==> config.mk <==
export PLATFORM = sky130hd
export DESIGN_NAME = ascon_bdi_packer
export DESIGN_NICKNAME = d
export VERILOG_FILES = /design/src/rtl/ascon_bdi_packer_pkg.sv /design/src/rtl/ascon_bdi_packer.sv
export SDC_FILE = /design/constraint.sdc
export NUM_CORES = 1
export LEC_CHECK = 0
export BUFFER_PORTS_ARGS = -buffer_cell sky130_fd_sc_hd__buf_2
export CORE_UTILIZATION = 35
export DETAILED_ROUTE_END_ITERATION = 8
export PLACE_DENSITY = 0.55
export SLEW_MARGIN = 20
export SYNTH_ARGS = -nofsm -noshare
export SYNTH_HDL_FRONTEND = slang
export SYNTH_SLANG_ARGS = --single-unit
==> constraint.sdc <==
create_clock -name clk -period 5.2 [get_ports clk]
set_input_delay 1.04 -clock clk [delete_from_list [all_inputs] [get_ports clk]]
set_output_delay 1.04 -clock clk [all_outputs]
set_load 0.02 [all_outputs]
==> src/rtl/ascon_bdi_packer_pkg.sv <==
// Shared config for the Ascon bdi packer: default core word width, segment type codes, packer FSM states.
// Latency: n/a (types and constants only).
// Backpressure: n/a.
package ascon_bdi_packer_pkg;

  // Default core word width; the packer also supports 64.
  localparam int CCW_DFLT = 32;

  // Segment type codes carried on in_type / bdi_type.
  localparam logic [3:0] D_NULL  = 4'h0;
  localparam logic [3:0] D_NONCE = 4'h1;
  localparam logic [3:0] D_AD    = 4'h2;
  localparam logic [3:0] D_MSG   = 4'h4;
  localparam logic [3:0] D_TAG   = 4'h8;

  // Packer accumulator state.
  typedef enum logic [1:0] {
    PK_EMPTY = 2'd0,  // no bytes collected
    PK_FILL  = 2'd1,  // partial word collected
    PK_FULL  = 2'd2   // completed word parked, waiting for the output slot
  } pk_state_e;

endpackage

==> src/rtl/ascon_bdi_packer.sv <==
// Packs a byte-serial tagged stream into CCW-wide bdi words for the Ascon core, with one output slot.
// Latency: 1 cycle from the completing byte to bdi_valid when the slot is free or draining.
// Backpressure: bdi_ready low holds the slot; a second completed word parks in the accumulator and drops in_ready.
//
// Ports:
//   clk, rst_n                       clock, async active-low reset
//   in_data/in_valid/in_ready        byte stream handshake
//   in_type/in_eot/in_eoi            segment type and end-of-segment / end-of-input markers
//   bdi/bdi_valid/bdi_ready          word, byte mask (contiguous from bit 0, zero = no word), core accept
//   bdi_type/bdi_eot/bdi_eoi         word attributes
//   err                              sticky protocol error (type change mid-word, eoi without eot)
module ascon_bdi_packer
  import ascon_bdi_packer_pkg::*;
#(
  parameter int CCW = CCW_DFLT
) (
  input  logic             clk,
  input  logic             rst_n,
  input  logic [7:0]       in_data,
  input  logic             in_valid,
  output logic             in_ready,
  input  logic [3:0]       in_type,
  input  logic             in_eot,
  input  logic             in_eoi,
  output logic [CCW-1:0]   bdi,
  output logic [CCW/8-1:0] bdi_valid,
  input  logic             bdi_ready,
  output logic [3:0]       bdi_type,
  output logic             bdi_eot,
  output logic             bdi_eoi,
  output logic             err
);

  localparam int NB = CCW / 8;
  localparam int CW = $clog2(NB) + 1;

  pk_state_e      state, state_nxt;
  logic [CCW-1:0] acc_data;
  logic [NB-1:0]  acc_mask;
  logic [3:0]     acc_type;
  logic           acc_eot, acc_eoi;
  logic [CW-1:0]  byte_cnt;

  logic           slot_free, in_xfer, type_bad, accept, complete;
  logic           load_new, load_acc;
  logic [CCW-1:0] new_data;
  logic [NB-1:0]  new_mask;
  logic [3:0]     new_type;

  // The slot can take a word if it is empty or is being drained this cycle.
  assign slot_free = (bdi_valid == '0) || bdi_ready;
  assign in_xfer   = in_valid && in_ready;
  assign type_bad  = (state == PK_FILL) && (in_type != acc_type);
  assign accept    = in_xfer && !type_bad;
  assign complete  = accept && ((byte_cnt == CW'(NB - 1)) || in_eot || in_eoi);

  // Word as it looks with the incoming byte merged in. The accumulator is
  // zero whenever it is empty, so unused lanes of an emitted word are zero.
  for (genvar k = 0; k < NB; k++) begin : g_lane
    assign new_data[8*k +: 8] = (byte_cnt == CW'(k)) ? in_data : acc_data[8*k +: 8];
    assign new_mask[k]        = acc_mask[k] | (byte_cnt == CW'(k));
  end
  assign new_type = (state == PK_EMPTY) ? in_type : acc_type;

  // FSM: state register
  always_ff @(posedge clk or negedge rst_n) begin
    if (!rst_n) state <= PK_EMPTY;
    else        state <= state_nxt;
  end

  // FSM: next state
  always_comb begin
    state_nxt = state;
    case (state)
      PK_EMPTY, PK_FILL: begin
        if (complete)    state_nxt = slot_free ? PK_EMPTY : PK_FULL;
        else if (accept) state_nxt = PK_FILL;
      end
      PK_FULL:           if (slot_free) state_nxt = PK_EMPTY;
      default:           state_nxt = PK_EMPTY;
    endcase
  end

  // FSM: outputs / datapath controls
  always_comb begin
    in_ready = 1'b1;
    load_new = 1'b0;
    load_acc = 1'b0;
    case (state)
      PK_FULL: begin
        in_ready = 1'b0;
        load_acc = slot_free;
      end
      default: load_new = complete && slot_free;
    endcase
  end

  // Accumulator. A word completed without a free slot is simply kept here
  // (the accept branch), and the FSM marks it as parked.
  always_ff @(posedge clk or negedge rst_n) begin
    if (!rst_n) begin
      acc_data <= '0;
      acc_mask <= '0;
      acc_type <= D_NULL;
      acc_eot  <= 1'b0;
      acc_eoi  <= 1'b0;
      byte_cnt <= '0;
    end else if (load_new || load_acc) begin
      acc_data <= '0;
      acc_mask <= '0;
      acc_type <= D_NULL;
      acc_eot  <= 1'b0;
      acc_eoi  <= 1'b0;
      byte_cnt <= '0;
    end else if (accept) begin
      acc_data <= new_data;
      acc_mask <= new_mask;
      acc_type <= new_type;
      acc_eot  <= in_eot | in_eoi;
      acc_eoi  <= in_eoi;
      byte_cnt <= byte_cnt + CW'(1);
    end
  end

  // Output slot
  always_ff @(posedge clk or negedge rst_n) begin
    if (!rst_n) begin
      bdi       <= '0;
      bdi_valid <= '0;
      bdi_type  <= D_NULL;
      bdi_eot   <= 1'b0;
      bdi_eoi   <= 1'b0;
    end else if (load_new) begin
      bdi       <= new_data;
      bdi_valid <= new_mask;
      bdi_type  <= new_type;
      bdi_eot   <= in_eot | in_eoi;
      bdi_eoi   <= in_eoi;
    end else if (load_acc) begin
      bdi       <= acc_data;
      bdi_valid <= acc_mask;
      bdi_type  <= acc_type;
      bdi_eot   <= acc_eot;
      bdi_eoi   <= acc_eoi;
    end else if (bdi_ready && (bdi_valid != '0)) begin
      bdi       <= '0;
      bdi_valid <= '0;
      bdi_type  <= D_NULL;
      bdi_eot   <= 1'b0;
      bdi_eoi   <= 1'b0;
    end
  end

  // Sticky error: mismatched type mid-word (byte dropped) or eoi without eot.
  always_ff @(posedge clk or negedge rst_n) begin
    if (!rst_n)
      err <= 1'b0;
    else if ((in_xfer && type_bad) || (accept && in_eoi && !in_eot))
      err <= 1'b1;
  end

endmodule

**Yosys cells after proc, flatten, opt, wreduce, memory -nomap -nowiden**

Cells that the tools add are included.
W data, S select, Z words.

- Register bits after elaboration: 90
- Bits of input ports: 18
- Logic and storage cells: 89

- Add/subtract/negate cells: 1
- Eq/ne operators: 8
- Muxes and demuxes: 38
- Bitwise gates (word level): 5
- Reduce and logical (&&, ||, !) cells: 24

Operators by type and width:

| cell | number |
|---|---|
| $mux W32 | 5 |
| $mux W4 | 10 |
| $mux W8 | 4 |
| $mux W1 | 12 |
| $logic_and A1 B1 Y1 | 9 |
| $mux W2 | 4 |
| $eq A3 B2 Y1 const B | 2 |
| $mux W3 | 2 |
| $logic_or A1 B1 Y1 | 5 |
| $or A1 B1 Y1 | 5 |
| $logic_not A4 Y1 | 1 |
| $ne A4 B4 Y1 | 1 |
| $pmux W2 S2 | 1 |
| $reduce_bool A4 Y1 | 1 |
| $add A3 B1 Y3 const B | 1 |
| $eq A3 B1 Y1 const B | 1 |
| $logic_not A3 Y1 | 1 |
| $ne A3 B3 Y1 const B | 1 |
| $reduce_bool A3 Y1 | 1 |
| $eq A2 B1 Y1 const B | 1 |
| $eq A2 B2 Y1 const B | 1 |
| $logic_not A1 Y1 | 2 |
| $logic_not A2 Y1 | 1 |
| $ne A2 B2 Y1 const B | 1 |
| other kinds (3) | 3 |

**Longest topological paths before layout**

- Word-level depth: 9
- Depth in mapped cells: 10

**Least setup slack after synthesis**

Ideal clock, no wire load.

- Kind: in2reg
- From: in in_type[1]
- To: reg bdi_type[1]
- Arrival time: 2.664 ns
- Path slack: 2.410 ns
- Cell stages on the path: 8
- Buffers on the path: 3
- Cells stage by stage: xor2_1 o41ai_2 a31o_1 buf_4 a21oi_1 buf_6 buf_6 a221o_1

- Longest elaborated chain between the ends: 8
- Elaborated cells on any way between the ends: 10

Ends and longest elaborated chain:

| element | line | source |
|---|---|---|
| from (decl) | ascon_bdi_packer.sv:22 | `input logic [3:0] in_type,` |
| $ne A4 B4 Y1 | ascon_bdi_packer.sv:53 | `assign type_bad = (state == PK_FILL) && (in_type != acc_type);` |
| $logic_and A1 B1 Y1 | ascon_bdi_packer.sv:53 |  |
| $logic_not A1 Y1 | ascon_bdi_packer.sv:54 | `assign accept = in_xfer && !type_bad;` |
| $logic_and A1 B1 Y1 | ascon_bdi_packer.sv:54 |  |
| $logic_and A1 B1 Y1 | ascon_bdi_packer.sv:55 | `assign complete = accept && ((byte_cnt == CW'(NB - 1)) \|\| in_eot \|\| in_eoi);` |
| $logic_and A1 B1 Y1 | ascon_bdi_packer.sv:94 | `default: load_new = complete && slot_free;` |
| $mux W1 | ascon_bdi_packer.sv:89 | `case (state)` |
| $reduce_bool A3 Y1 (no line) / $mux W4 (equally long branches) | -- |  |
| to (signal assigned) | ascon_bdi_packer.sv:136 | `bdi_type <= new_type;` |
| to (signal assigned) | ascon_bdi_packer.sv:142 | `bdi_type <= acc_type;` |
| to (decl) | ascon_bdi_packer.sv:28 | `output logic [3:0] bdi_type,` |

Parallel ways exist; a longest one is shown, timed or not.
A chain may end at the register's enable or synchronous reset.

**Worst setup path in the final report**

- From: in in_type[1]
- To: reg bdi_valid[0]

- Longest elaborated chain between the ends: 8
- Elaborated cells on any way between the ends: 9

Ends and longest elaborated chain:

| element | line | source |
|---|---|---|
| $ne A4 B4 Y1 (*) | ascon_bdi_packer.sv:53 |  |
| $logic_and A1 B1 Y1 (*) | ascon_bdi_packer.sv:53 |  |
| $logic_not A1 Y1 (*) | ascon_bdi_packer.sv:54 |  |
| $logic_and A1 B1 Y1 (*) | ascon_bdi_packer.sv:54 |  |
| $logic_and A1 B1 Y1 (*) | ascon_bdi_packer.sv:55 |  |
| $logic_and A1 B1 Y1 (*) | ascon_bdi_packer.sv:94 |  |
| $mux W1 (*) | ascon_bdi_packer.sv:89 |  |
| $reduce_bool A3 Y1 (no line) / $mux W4 (equally long branches) | -- |  |
| to (signal assigned) | ascon_bdi_packer.sv:135 | `bdi_valid <= new_mask;` |
| to (signal assigned) | ascon_bdi_packer.sv:141 | `bdi_valid <= acc_mask;` |
| to (decl) | ascon_bdi_packer.sv:26 | `output logic [CCW/8-1:0] bdi_valid,` |

Every way passes the cells marked *; elsewhere a longest branch is shown, timed or not.

==> impl_metrics.env <==
export IMPL_status="complete, no violations"
export IMPL_yosys_most_used_dff="dfrtp_1"
export IMPL_clk_latency_ps=340
export IMPL_path_class="input pin to flip-flop"
export IMPL_die_w_um=123
export IMPL_synth_avg_cell_area_um2=9.52
export IMPL_rsz0062_at_grt="false"
export IMPL_die_area_um2=15000
export IMPL_cap_violations=0
export IMPL_hold_viol_final=0
export IMPL_syn_nets=558
export IMPL_grt_overflow=0
export IMPL_fin_ws_ps=1710
export IMPL_power_total_mw=3.89
export IMPL_fin_crit_sh_pct=67.2
export IMPL_max_vdd_ir_drop_mv=0.264
export IMPL_drt_iter0_markers=462
export IMPL_postCtsSetupRepairBufs=0
export IMPL_synth_warning_count=0
export IMPL_first_global_vias=4617
export IMPL_grt_max_degree=72
export IMPL_critPathMaxFanout=26
export IMPL_drt_pass1_iterations=5
export IMPL_drc=0
export IMPL_design_core_area_um2=14000
export IMPL_layout_drive_gt1_share_pct=16.8
export IMPL_diodes=0
export IMPL_avgViaCountPerCell=5.99
export IMPL_setup_viol=0
export IMPL_cts_tree="yes"
export IMPL_worst_pin_slew_ps=941
export IMPL_start_kind="input pin"
export IMPL_fin_crit_ps=3490
export IMPL_wl_per_cell_um=20.4
export IMPL_synth_edf_count=0
export IMPL_hold_path_class="flip-flop to flip-flop"
export IMPL_r2r_start="byte_cnt[0]"
export IMPL_dp_cells=736
export IMPL_instances_no_fill=752
export IMPL_critPathArrivalTime_ps=3720
export IMPL_grtUsageTotal_pct=21.5
export IMPL_max_freq_mhz=286
export IMPL_final_cell_mix="107 x nor2_1, 89 x dfrtp_1, 60 x buf_2"
export IMPL_synth_async_reset_ratio_pct=100
export IMPL_drv_slew=0
export IMPL_areaGrowthSynthToFinish_pct=14.8
export IMPL_final_common_cell="nor2_1"
export IMPL_use_met3_pct=3.67
export IMPL_pin_count=62
export IMPL_worst_hold_slack_ps=461
export IMPL_grtUsageMet1_pct=29.1
export IMPL_synth_area_um2=5090
export IMPL_crit_start="in_type[1]"
export IMPL_ys_ff_latch=90
export IMPL_holdCritStartpoint="err"
export IMPL_cts_resized=0
export IMPL_drtAntennaViolNets=0
export IMPL_cts_root_buf="clkbuf_16"
export IMPL_start_util_pct=36.3
export IMPL_post_place_ws_ps=1320
export IMPL_p_per_area_nw_per_um2=665
export IMPL_clock_skew_ps=5.32
export IMPL_synth_seq_area_share_pct=44.2
export IMPL_placementRows=43
export IMPL_ys_types=38
export IMPL_crit_path_end_kind="flip-flop"
export IMPL_synthCells=535
export IMPL_htreeDepth=3
export IMPL_hpwl_um=8900
export IMPL_portBuffers=61
export IMPL_cts_num_sinks=90
export IMPL_dr_total_vias=4502
export IMPL_path_clk_slew_ps=60
export IMPL_cellLeakagePower_nw=2.79
export IMPL_crit_required_ps=5430
export IMPL_grt_busiest_layer="met2"
export IMPL_met2_usage_pct=34.8
export IMPL_grt_pass1_wl_um=24800
export IMPL_cts_buffers=9
export IMPL_relSlewSlack_pct=37.1
export IMPL_gp_congestion=0.816
export IMPL_die_h_um=123
export IMPL_ctsHoldBuffers=0
export IMPL_fin_setup_tns_ps=0
export IMPL_cts_path_max_buffers=2
export IMPL_routed_wl_um=15300
export IMPL_layout_nets=590
export IMPL_antenna_found_initial=0
==> final timing paths <==
| check | to | slack [ps] | depth (start not counted) |
|---|---|---|---|
| setup / recovery | bdi_valid[0] | 1710 | 7 |
| hold / removal | err | 460 | 1 |
| setup reg to reg | bdi_valid[0] | 1880 | 8 |
| hold reg to reg | err | 460 | 1 |
| max in group asynchronous | acc_data[6] | 3450 | 2 |
| min in group asynchronous | acc_type[1] | 810 | 1 |
==> power by group <==
group,switching [mW],internal (mW),total (mW)
logic,1.16,0.774,1.94
clock network,0.264,0.412,0.675
registers,0.273,1.00,1.27
total,1.70,2.19,3.89
==> cell usage after synthesis (8+ instances only) <==
library cell  count  share of area, %
a21oi_1          43               4.2
o22ai_1           8              0.98
inv_1            12              0.88
o211a_1          23               4.5
a211oi_1         10               1.5
a31oi_1          33               4.1
nor2_1          107               7.9
a221o_1          38               7.5
o22a_1           23               4.0
mux2i_1          37               7.3
o21ai_0          10              0.98
o2bb2ai_1         8               1.4
clkbuf_1         44               3.2
dfrtp_1          90                44
==> worst max-delay path, cell delays in order <==
cell and delay (ps):
buf_2 120, xor2_1 200, o41ai_2 710, nand4_1 880, buf_12 470, o21ai_0 180, a21oi_1 80
==> through the flow <==
step / instance area, µm² / utilization, %
after floorplan: 5090 / -
after global placement: 5540 / 39.4
after global routing: 5850 / 41.6
final: 5850 / 41.6
after detailed placement: 5540 / 39.4
after CTS: 5850 / 41.6
==> registers in the layout, summed over array words and instances (netlist names), 2 cells and up <==
signal,flops
state,2
bdi_valid,4
acc_mask,4
acc_data,32
byte_cnt,3
acc_type,4
bdi,32
bdi_type,4
==> metal layers <==
layer	routed length, µm	part of all wire (%)
met5	0	0
met2	7090	46
met4	235	1.5
met3	945	6.2
met1	7070	46
==> final cells by class <==
cell class	instances	area [µm²]
tap	180	225
fill	1360	8200
multi-input combinational	379	2590
inverter	13	48.8
sequential	90	2250
clock buffer	14	274
timing repair buffer	74	418
clock inverter	2	35.0
==> cells by family after synthesis <==
logic type	share of synthesized area [%]
flops	44.2
buf+inv	5.48
compound gates	30.9
simple gates	10.3
xor+xnor	0.688
fa+ha+maj	1.23
mux	7.27
Note: power is estimated with default switching activity, not from simulation.
